`src/rtl/mips_pkg.sv`:
```
// Shared definitions for the MIPS pipeline: field widths and the per-stage control bundle.
package mips_pkg;

    localparam int REGW  = 5;
    localparam int ALUCW = 3;

    typedef struct packed {
        logic             regwrite;
        logic             memtoreg;
        logic             memwrite;
        logic             alusrc;
        logic             regdst;
        logic [ALUCW-1:0] alucontrol;
    } stage_ctrl_t;

    localparam stage_ctrl_t BUBBLE = '0;

endpackage

```
`src/rtl/pipe_stage_reg.sv`:
```
// One pipeline boundary register: hold freezes the contents, bubble loads BUBBLE_VAL.
module pipe_stage_reg #(
    parameter int           W          = 1,
    parameter logic [W-1:0] BUBBLE_VAL = '0
) (
    input  logic         clk,
    input  logic         resetn,
    input  logic         i_hold,
    input  logic         i_bubble,
    input  logic [W-1:0] i_d,
    output logic [W-1:0] o_q
);

    logic [W-1:0] r_q;

    // Hold outranks bubble so a frozen stage keeps its instruction.
    always_ff @(posedge clk or negedge resetn) begin
        if (!resetn) begin
            r_q <= '0;
        end else if (!i_hold) begin
            if (i_bubble) r_q <= BUBBLE_VAL;
            else          r_q <= i_d;
        end
    end

    assign o_q = r_q;

endmodule

```
`src/rtl/pipe_regs_emw.sv`:
```
// D/E, E/M and M/W pipeline registers with flush/stall handling, per-stage valid and a retire counter.
module pipe_regs_emw
    import mips_pkg::*;
#(
    parameter int WIDTH = 32,
    parameter int CNTW  = 32
) (
    input  logic             clk,
    input  logic             resetn,
    input  logic             validD,
    input  logic             regwriteD,
    input  logic             memtoregD,
    input  logic             memwriteD,
    input  logic             alusrcD,
    input  logic             regdstD,
    input  logic [ALUCW-1:0] alucontrolD,
    input  logic [REGW-1:0]  rsD,
    input  logic [REGW-1:0]  rtD,
    input  logic [REGW-1:0]  rdD,
    input  logic [WIDTH-1:0] srcaD,
    input  logic [WIDTH-1:0] srcbD,
    input  logic [WIDTH-1:0] signimmD,
    input  logic             flushE,
    input  logic             memstall,
    input  logic [WIDTH-1:0] aluoutE_in,
    input  logic [WIDTH-1:0] writedataE_in,
    input  logic [WIDTH-1:0] readdataM_in,
    output logic [REGW-1:0]  rsE,
    output logic [REGW-1:0]  rtE,
    output logic [REGW-1:0]  rdE,
    output logic             regwriteE,
    output logic             memtoregE,
    output logic             memwriteE,
    output logic             alusrcE,
    output logic             regdstE,
    output logic [ALUCW-1:0] alucontrolE,
    output logic [WIDTH-1:0] srcaE,
    output logic [WIDTH-1:0] srcbE,
    output logic [WIDTH-1:0] signimmE,
    output logic [REGW-1:0]  writeregE,
    output logic             regwriteM,
    output logic             memtoregM,
    output logic             memwriteM,
    output logic [REGW-1:0]  writeregM,
    output logic [WIDTH-1:0] aluoutM,
    output logic [WIDTH-1:0] writedataM,
    output logic             regwriteW,
    output logic             memtoregW,
    output logic [REGW-1:0]  writeregW,
    output logic [WIDTH-1:0] aluoutW,
    output logic [WIDTH-1:0] readdataW,
    output logic             validE,
    output logic             validM,
    output logic             validW,
    output logic [CNTW-1:0]  retired
);

    typedef struct packed {
        stage_ctrl_t      ctrl;
        logic [REGW-1:0]  rs;
        logic [REGW-1:0]  rt;
        logic [REGW-1:0]  rd;
        logic [WIDTH-1:0] srca;
        logic [WIDTH-1:0] srcb;
        logic [WIDTH-1:0] simm;
        logic             valid;
    } de_t;

    typedef struct packed {
        logic             regwrite;
        logic             memtoreg;
        logic             memwrite;
        logic [REGW-1:0]  writereg;
        logic [WIDTH-1:0] aluout;
        logic [WIDTH-1:0] writedata;
        logic             valid;
    } em_t;

    typedef struct packed {
        logic             regwrite;
        logic             memtoreg;
        logic [REGW-1:0]  writereg;
        logic [WIDTH-1:0] aluout;
        logic [WIDTH-1:0] readdata;
        logic             valid;
    } mw_t;

    localparam de_t DE_BUBBLE = '{ctrl: BUBBLE, default: '0};

    de_t w_de_d, w_de_q;
    em_t w_em_d, w_em_q;
    mw_t w_mw_d, w_mw_q;
    logic [CNTW-1:0] r_retired;

    // An invalid slot can never write the register file or memory.
    always_comb begin
        w_de_d                 = '0;
        w_de_d.ctrl.regwrite   = regwriteD & validD;
        w_de_d.ctrl.memtoreg   = memtoregD;
        w_de_d.ctrl.memwrite   = memwriteD & validD;
        w_de_d.ctrl.alusrc     = alusrcD;
        w_de_d.ctrl.regdst     = regdstD;
        w_de_d.ctrl.alucontrol = alucontrolD;
        w_de_d.rs              = rsD;
        w_de_d.rt              = rtD;
        w_de_d.rd              = rdD;
        w_de_d.srca            = srcaD;
        w_de_d.srcb            = srcbD;
        w_de_d.simm            = signimmD;
        w_de_d.valid           = validD;
    end

    pipe_stage_reg #(.W($bits(de_t)), .BUBBLE_VAL(DE_BUBBLE)) u_de (
        .clk(clk), .resetn(resetn), .i_hold(memstall), .i_bubble(flushE),
        .i_d(w_de_d), .o_q(w_de_q)
    );

    assign rsE         = w_de_q.rs;
    assign rtE         = w_de_q.rt;
    assign rdE         = w_de_q.rd;
    assign regwriteE   = w_de_q.ctrl.regwrite;
    assign memtoregE   = w_de_q.ctrl.memtoreg;
    assign memwriteE   = w_de_q.ctrl.memwrite;
    assign alusrcE     = w_de_q.ctrl.alusrc;
    assign regdstE     = w_de_q.ctrl.regdst;
    assign alucontrolE = w_de_q.ctrl.alucontrol;
    assign srcaE       = w_de_q.srca;
    assign srcbE       = w_de_q.srcb;
    assign signimmE    = w_de_q.simm;
    assign validE      = w_de_q.valid;
    assign writeregE   = w_de_q.ctrl.regdst ? w_de_q.rd : w_de_q.rt;

    always_comb begin
        w_em_d           = '0;
        w_em_d.regwrite  = regwriteE;
        w_em_d.memtoreg  = memtoregE;
        w_em_d.memwrite  = memwriteE;
        w_em_d.writereg  = writeregE;
        w_em_d.aluout    = aluoutE_in;
        w_em_d.writedata = writedataE_in;
        w_em_d.valid     = validE;
    end

    pipe_stage_reg #(.W($bits(em_t))) u_em (
        .clk(clk), .resetn(resetn), .i_hold(memstall), .i_bubble(1'b0),
        .i_d(w_em_d), .o_q(w_em_q)
    );

    assign regwriteM  = w_em_q.regwrite;
    assign memtoregM  = w_em_q.memtoreg;
    assign memwriteM  = w_em_q.memwrite;
    assign writeregM  = w_em_q.writereg;
    assign aluoutM    = w_em_q.aluout;
    assign writedataM = w_em_q.writedata;
    assign validM     = w_em_q.valid;

    always_comb begin
        w_mw_d          = '0;
        w_mw_d.regwrite = regwriteM;
        w_mw_d.memtoreg = memtoregM;
        w_mw_d.writereg = writeregM;
        w_mw_d.aluout   = aluoutM;
        w_mw_d.readdata = readdataM_in;
        w_mw_d.valid    = validM;
    end

    // While memory stalls, W drains: each stalled cycle becomes one bubble.
    pipe_stage_reg #(.W($bits(mw_t))) u_mw (
        .clk(clk), .resetn(resetn), .i_hold(1'b0), .i_bubble(memstall),
        .i_d(w_mw_d), .o_q(w_mw_q)
    );

    assign regwriteW = w_mw_q.regwrite;
    assign memtoregW = w_mw_q.memtoreg;
    assign writeregW = w_mw_q.writereg;
    assign aluoutW   = w_mw_q.aluout;
    assign readdataW = w_mw_q.readdata;
    assign validW    = w_mw_q.valid;

    always_ff @(posedge clk or negedge resetn) begin
        if (!resetn)     r_retired <= '0;
        else if (validW) r_retired <= r_retired + CNTW'(1);
    end

    assign retired = r_retired;

endmodule

```
`config.mk`:
```
export PLATFORM = sky130hd
export DESIGN_NAME = pipe_regs_emw
export DESIGN_NICKNAME = d
export VERILOG_FILES = /design/src/rtl/mips_pkg.sv /design/src/rtl/pipe_stage_reg.sv /design/src/rtl/pipe_regs_emw.sv
export SDC_FILE = /design/constraint.sdc
export NUM_CORES = 1
export LEC_CHECK = 0
export ABC_AREA = 1
export CORE_AREA = 2 2 204 206
export CTS_CLUSTER_SIZE = 20
export DETAILED_ROUTE_END_ITERATION = 10
export DIE_AREA = 0 0 206 208
export HOLD_SLACK_MARGIN = 0.06
export PLACE_DENSITY = 0.55
export SLEW_MARGIN = 20
export SYNTH_ARGS = -nofsm -noshare
export SYNTH_HDL_FRONTEND = slang
export SYNTH_SLANG_ARGS = --single-unit
```
`constraint.sdc`:
```
create_clock -name clk -period 2.8 [get_ports clk]
set_clock_uncertainty 0.05 [all_clocks]
set_input_delay 0.28 -clock clk [delete_from_list [all_inputs] [get_ports clk]]
set_output_delay 0.28 -clock clk [all_outputs]
set_load 0.05 [all_outputs]
```
==> results.tsv, run 1 <==
metric	value	unit
Sw Pwr	3850	uW
total track usage	0.177	
Netlist cell types	24	
initial core utilization	0.272	
CTS tree	done	
die height	208	um
RSZ-0062 raised after global routing	no	
pre-CTS WS	0.728	ns
drt drc	0	
area leader, netlist	dfrtp_1	
layout cell share with drive strength beyond 1	0.0611	
Synth area leaders	dfrtp_1 67%, a22o_1 8.8%, nand2_1 7.0%	
sw frac	0.311	
critical path arrival	2.27	ns
Clk pwr share	0.384	
crit path time final	2.60	ns
hold_ws	0.115	ns
DR iter-0 viols	326	
Critical Path Sink Type	output port	
max_slew headroom	0.429	
Crit Path Category	reg2out	
setup_tns	0	ns
largest net degree at the start of global routing	116	
crit-path max FO	12	
postcts setup bufs	0	
I/O pin cnt	522	
Placer Congestion	0.820	
Max Cap Violations	0	
Mapped Area	0.0110	mm^2
Ys Warns	0	
Synth Flop Type	dfrtp_1	
Final Core Density	0.446	
worst endpoint required time	2.47	ns
crit path launch type	flop	
average vias per placed instance	4.30	
Setup WS post-layout	0.204	ns
n_diodes	0	
antenna viol nets, final	0	
PD cells	685	mW/mm^2
fin cells	2088	
Vias	8977	
full die area	0.0428	mm^2
cell leakage power	0.00828	uW
most frequent cell after synthesis	dfrtp_1	
register bit total from synthesis	297	
number of nets in the layout	1750	
vias in the first global route	9647	
sequential share of power	0.389	
Avg Cell Area, Syn	11.0	um^2
Placed Cells	2022	
status	finished, final reports clean	
Num CTS Buffers	36	
Synth top cells by count	297 x dfrtp_1, 205 x nand2_1, 115 x inv_1, 111 x a22o_1, 90 x nor2_1	
Synth Instances	1005	
# rows	74	
drt wl/cell	18.3	um
CTS Buffer Depth	3	
endpoints failing hold	0	
first-pass GRT wire length	58200	um
hold crit path type	in2reg	
max-slew violations	0	
combinational share of power	0.227	
Reg clk slew, reported paths	0.05	ns
Worst-Skew Late Latency	0.52	ns
setup violators final	0	
Placeable Area	0.0406	mm^2
post-synthesis sequential area ratio	0.673	
Root Buffer	clkbuf_16	
worst vdd rail ir drop	435	uV
worst-margin pin slew	0.856	ns
die width	206	um
Clock Sinks	297	
Max Clk Rate	385	MHz
DRT Pass-1 Iters	4	
P_int	8530	uW
final worst-path cycle share	0.927	
Mapped Nets	1226	
flop2flop setup slack	1.11	ns
DP HPWL	28300	um
Synth async-reset ratio	1.00	
number of port buffers	521	
number of enable flip-flop cells after synthesis	0	
initial antenna violation count	0	
Area Overhead vs Synth	63.5	%
final wirelength	38200	um
Overflow after GRT	0	
H-tree Lvls	2	
top-area cell type share of the netlist area	0.673	
[cell usage in the layout, fill, tap and decap left out, types with 2 or more instances in the layout]
master and count:
nand2_2 3, buf_4 13, o21ai_1 7, buf_12 3, nor2_1 89, dfrtp_1 297
nor3_1 5, nor2_2 9, inv_1 115, xnor2_1 8, clkbuf_8 9, o21ai_0 48
nand2_1 205, xor2_1 14, clkbuf_1 9, a22o_1 111, clkbuf_16 38, bufinv_16 2
nand3_1 21, nand4_1 10, clkinv_2 4, clkdlybuf4s50_1 519, inv_6 2, nor2_4 5
[critical path, stage by stage (launching register included)]
cell	delay, ns
dfrtp_1	0.53
o21ai_0	0.33
clkdlybuf4s50_1	0.89
[power groups by stage]
stage / Combinational [uW] / Sequential [uW] / Clock [uW]
2_1_floorplan: 427 / 6000 / 0
3_3_place_gp: 2830 / 4880 / 0
3_5_place_dp: 2850 / 4880 / 0
4_1_cts: 2850 / 4810 / 4920
5_1_grt: 2960 / 4850 / 5110
6_report: 2810 / 4810 / 4760
[layout make-up]
type / count / area [um^2]
tap: 532 / 666
timing repair buffer: 538 / 5390
multi-input combinational: 540 / 2920
fill: 3895 / 22500
sequential: 297 / 7430
clock buffer: 56 / 1110
clock inverter: 9 / 113
inverter: 116 / 440
[worst paths after layout]
check,cells past startpoint,startpoint,to
worst min-delay path,2,memstall,u_mw.o_q[16]$_DFF_PN0_
worst min register to register,2,u_em.o_q[15]$_DFFE_PN0N_,u_em.o_q[15]$_DFFE_PN0N_
worst max register to register,8,retired[0]$_DFFE_PN0P_,retired[24]$_DFFE_PN0P_
min in group asynchronous,2,resetn,u_mw.o_q[54]$_DFF_PN0_
worst max-delay path,2,u_de.o_q[115]$_DFFE_PN0N_,writeregE[1]
max in group asynchronous,3,resetn,u_em.o_q[6]$_DFFE_PN0N_
[kinds of logic after synthesis]
family,count (synthesis),share of synthesized area
DFF,297,0.673
AOI/OAI and AO/OA,167,0.114
buffers and inverters,168,0.0638
adders and majority gates,1,0.00113
xor gates and xnor gates,22,0.0174
and+or+nand+nor,350,0.131
[flip-flops by register name (all words and copies together), names as in the netlist]
name      cells
u_mw.o_q     72
u_de.o_q    120
retired      32
u_em.o_q     73
[metal layers]
layer  GRT usage  part of all wire  up-vias
met1       0.211              0.40     4336
li1            -                 -     4281
met4      0.0525             0.026        0
met5           0                 0        -
met3      0.0581             0.078       55
met2       0.303              0.50      305
[per-stage QoR]
step | power (uW) | area (um^2)
2_1_floorplan | 6420 | 11000
3_3_place_gp | 7710 | 16800
3_5_place_dp | 7720 | 16800
4_1_cts | 12600 | 18100
5_1_grt | 12900 | 18100
6_report | 12400 | 18100
[repair_timing]
item | CTS | global route
gates resized for setup | 0 | 0
endpoints found under the hold margin | 50 | 0
hold buffers | 1 | 0
endpoints found under the setup margin | 0 | 0
Power figures use the tool's default switching activity.
==> inputs of run 2 (changes only) <==
--- a/config.mk
+++ b/config.mk
@@ -16,3 +16,4 @@
 export SYNTH_ARGS = -nofsm -noshare
 export SYNTH_HDL_FRONTEND = slang
 export SYNTH_SLANG_ARGS = --single-unit
+export TNS_END_PERCENT = 20
==> results of run 2 <==
Same layout as run 1: the final DEF is identical, and so are final timing and power.
==> variant (config.mk and constraints of run 1) <==
Make the reset (`resetn`) synchronous in 2 clocked blocks.
--- a/src/rtl/pipe_stage_reg.sv
+++ b/src/rtl/pipe_stage_reg.sv
@@ -14,7 +14,7 @@
     logic [W-1:0] r_q;
 
     // Hold outranks bubble so a frozen stage keeps its instruction.
-    always_ff @(posedge clk or negedge resetn) begin
+    always_ff @(posedge clk) begin
         if (!resetn) begin
             r_q <= '0;
         end else if (!i_hold) begin
--- a/src/rtl/pipe_regs_emw.sv
+++ b/src/rtl/pipe_regs_emw.sv
@@ -177,7 +177,7 @@
     assign readdataW = w_mw_q.readdata;
     assign validW    = w_mw_q.valid;
 
-    always_ff @(posedge clk or negedge resetn) begin
+    always_ff @(posedge clk) begin
         if (!resetn)     r_retired <= '0;
         else if (validW) r_retired <= r_retired + CNTW'(1);
     end
Check against the original RTL: differs if resetn is asserted again (counterexample within 4 cycles, from zero or initial values and one cycle with resetn low); with resetn held inactive, the same outputs for 4 cycles.
==> variant against run 1 <==
Total power fell by 13%; largest cell class unchanged; worst hold slack improved by 36 ps; sequential cell count did not move; routed wire length fell by 0.90%; final area fell by 4.2%; highest routed layer is now met5; area after synthesis fell by 5.7%; largest power group is now clock; synthesized cell count rose by 29%; worst setup slack improved by 190 ps; count of clock-buffer cells in the layout fell by 2.
==> variant: results <==
export IMPL_worstPathArrival_ps=2080
export IMPL_power_leakage_nw=6.64
export IMPL_top_layer_used="met5"
export IMPL_grt_max_degree=163
export IMPL_layout_nets=2018
export IMPL_yosysSeqAreaShare=0.571
export IMPL_gp_congestion=0.841
export IMPL_syn_num_nets=1519
export IMPL_numCtsBuffers=36
export IMPL_via_per_inst=4.28
export IMPL_first_iter_violations=351
export IMPL_drive_gt1_frac=0.0620
export IMPL_fillers=4125
export IMPL_grt_antenna_before_repair=5
export IMPL_synth_async_reset_ratio=0
export IMPL_wl_met3_microns=4170
export IMPL_ctsHtreeMaxLevel=2
export IMPL_drt_first_pass_iters=4
export IMPL_irDropWorstVdd_uv=505
export IMPL_dpl_hpwl_microns=27300
export IMPL_synth_area_top_cells="dfxtp_1 (57%), nand2_1 (11%), a21oi_1 (8.4%)"
export IMPL_status="completed"
export IMPL_grt_pass1_wl_microns=56600
export IMPL_grt_usage=0.170
export IMPL_synth_distinct_cells=30
export IMPL_post_cts_buffers=0
export IMPL_postRouteWirelength_microns=37900
export IMPL_wirelength_met1_microns=14600
export IMPL_synthTopCellsByCount="dfxtp_1 (297), nand2_1 (294), nor2_1 (183)"
export IMPL_path_clk_slew_ps=60
export IMPL_max_slew_worst_pin_slew_ps=807
export IMPL_route_met2_wl_microns=17600
export IMPL_p_sw_w=0.00293
export IMPL_grt_pass1_vias=9849
export IMPL_crit_fanout=7
-- variant: cell count changes after synthesis, moves of 12 or more --
cell	delta
a21oi_1	+175
nand2_1	+89
a22o_1	-111
dfxtp_1	+297
clkbuf_1	+22
xor2_1	-12
o21ai_0	+31
dfrtp_1	-297
nor2_1	+93
-- variant: worst paths after layout --
check	from	to	slack, ps	cells past startpoint
max	u_de.o_q[115]$_SDFFE_PN0N_	writeregE[2]	390	2
min	memstall	u_de.o_q[5]$_SDFFE_PN0N_	150	4
max reg2reg	retired[0]$_SDFFE_PN0P_	retired[24]$_SDFFE_PN0P_	1260	9
min reg2reg	u_em.o_q[50]$_SDFFE_PN0N_	u_mw.o_q[50]$_SDFF_PP0_	400	2
-- variant: area by class of cell --
type                       count  area [sq um]  area share
clock buffer                  54          1070      0.0618
tap                          532           666      0.0385
clock inverter                 9           101     0.00586
timing repair buffer         537          5380       0.311
antenna                        1          2.50    0.000145
multi-input combinational    813          3710       0.215
inverter                     112           423      0.0244
sequential                   297          5950       0.344
-- variant: kinds of logic (layout without fill, tap and decap cells) --
group                    count (synthesis)  in the layout  synth area share
XOR/XNOR                                 3              3           0.00252
buffers and inverters                  188            712            0.0734
AND/OR/NAND/NOR                        545            545             0.221
AO/OA/AOI/OAI                          259            259             0.126
other                                    0              1                 0
flip-flops                             297            297             0.571
adder cells (fa/ha/maj)                  1              1           0.00120
multiplexers                             5              5           0.00541
-- variant: power groups by stage --
stage               Clock (W)  Sequential [W]  Combinational [W]
detailed placement          0         0.00458            0.00171
finish                0.00463         0.00449            0.00169
floorplan                   0         0.00517           0.000330
CTS                   0.00480         0.00449            0.00171
global route          0.00496         0.00450            0.00179
global placement            0         0.00457            0.00170
-- variant: layer usage --
metal | track usage | vias up
met2 | 0.286 | 434
met1 | 0.185 | 4494
met4 | 0.0815 | 6
met3 | 0.0695 | 76
li1 | - | 5079
met5 | 0 | -
-- variant: critical path, cell delays in order, from the launching register on --
cell	delay, ps
dfxtp_1	460
mux2_2	390
clkdlybuf4s50_1	700
-- variant: through the flow --
stage / worst slack [ps] / instances / area (sq um) / utilization / hold WS (ps)
final: 393 / 2355 / 17300 / 0.427 / 151
after global routing: 299 / 2355 / 17300 / 0.427 / 166
after CTS: 352 / 2354 / 17300 / 0.427 / 124
after detailed placement: 884 / 2291 / 16100 / 0.398 / 391
after global placement: 871 / 2291 / 16100 / 0.398 / 387
after floorplan: 1030 / 1298 / 10400 / - / 342
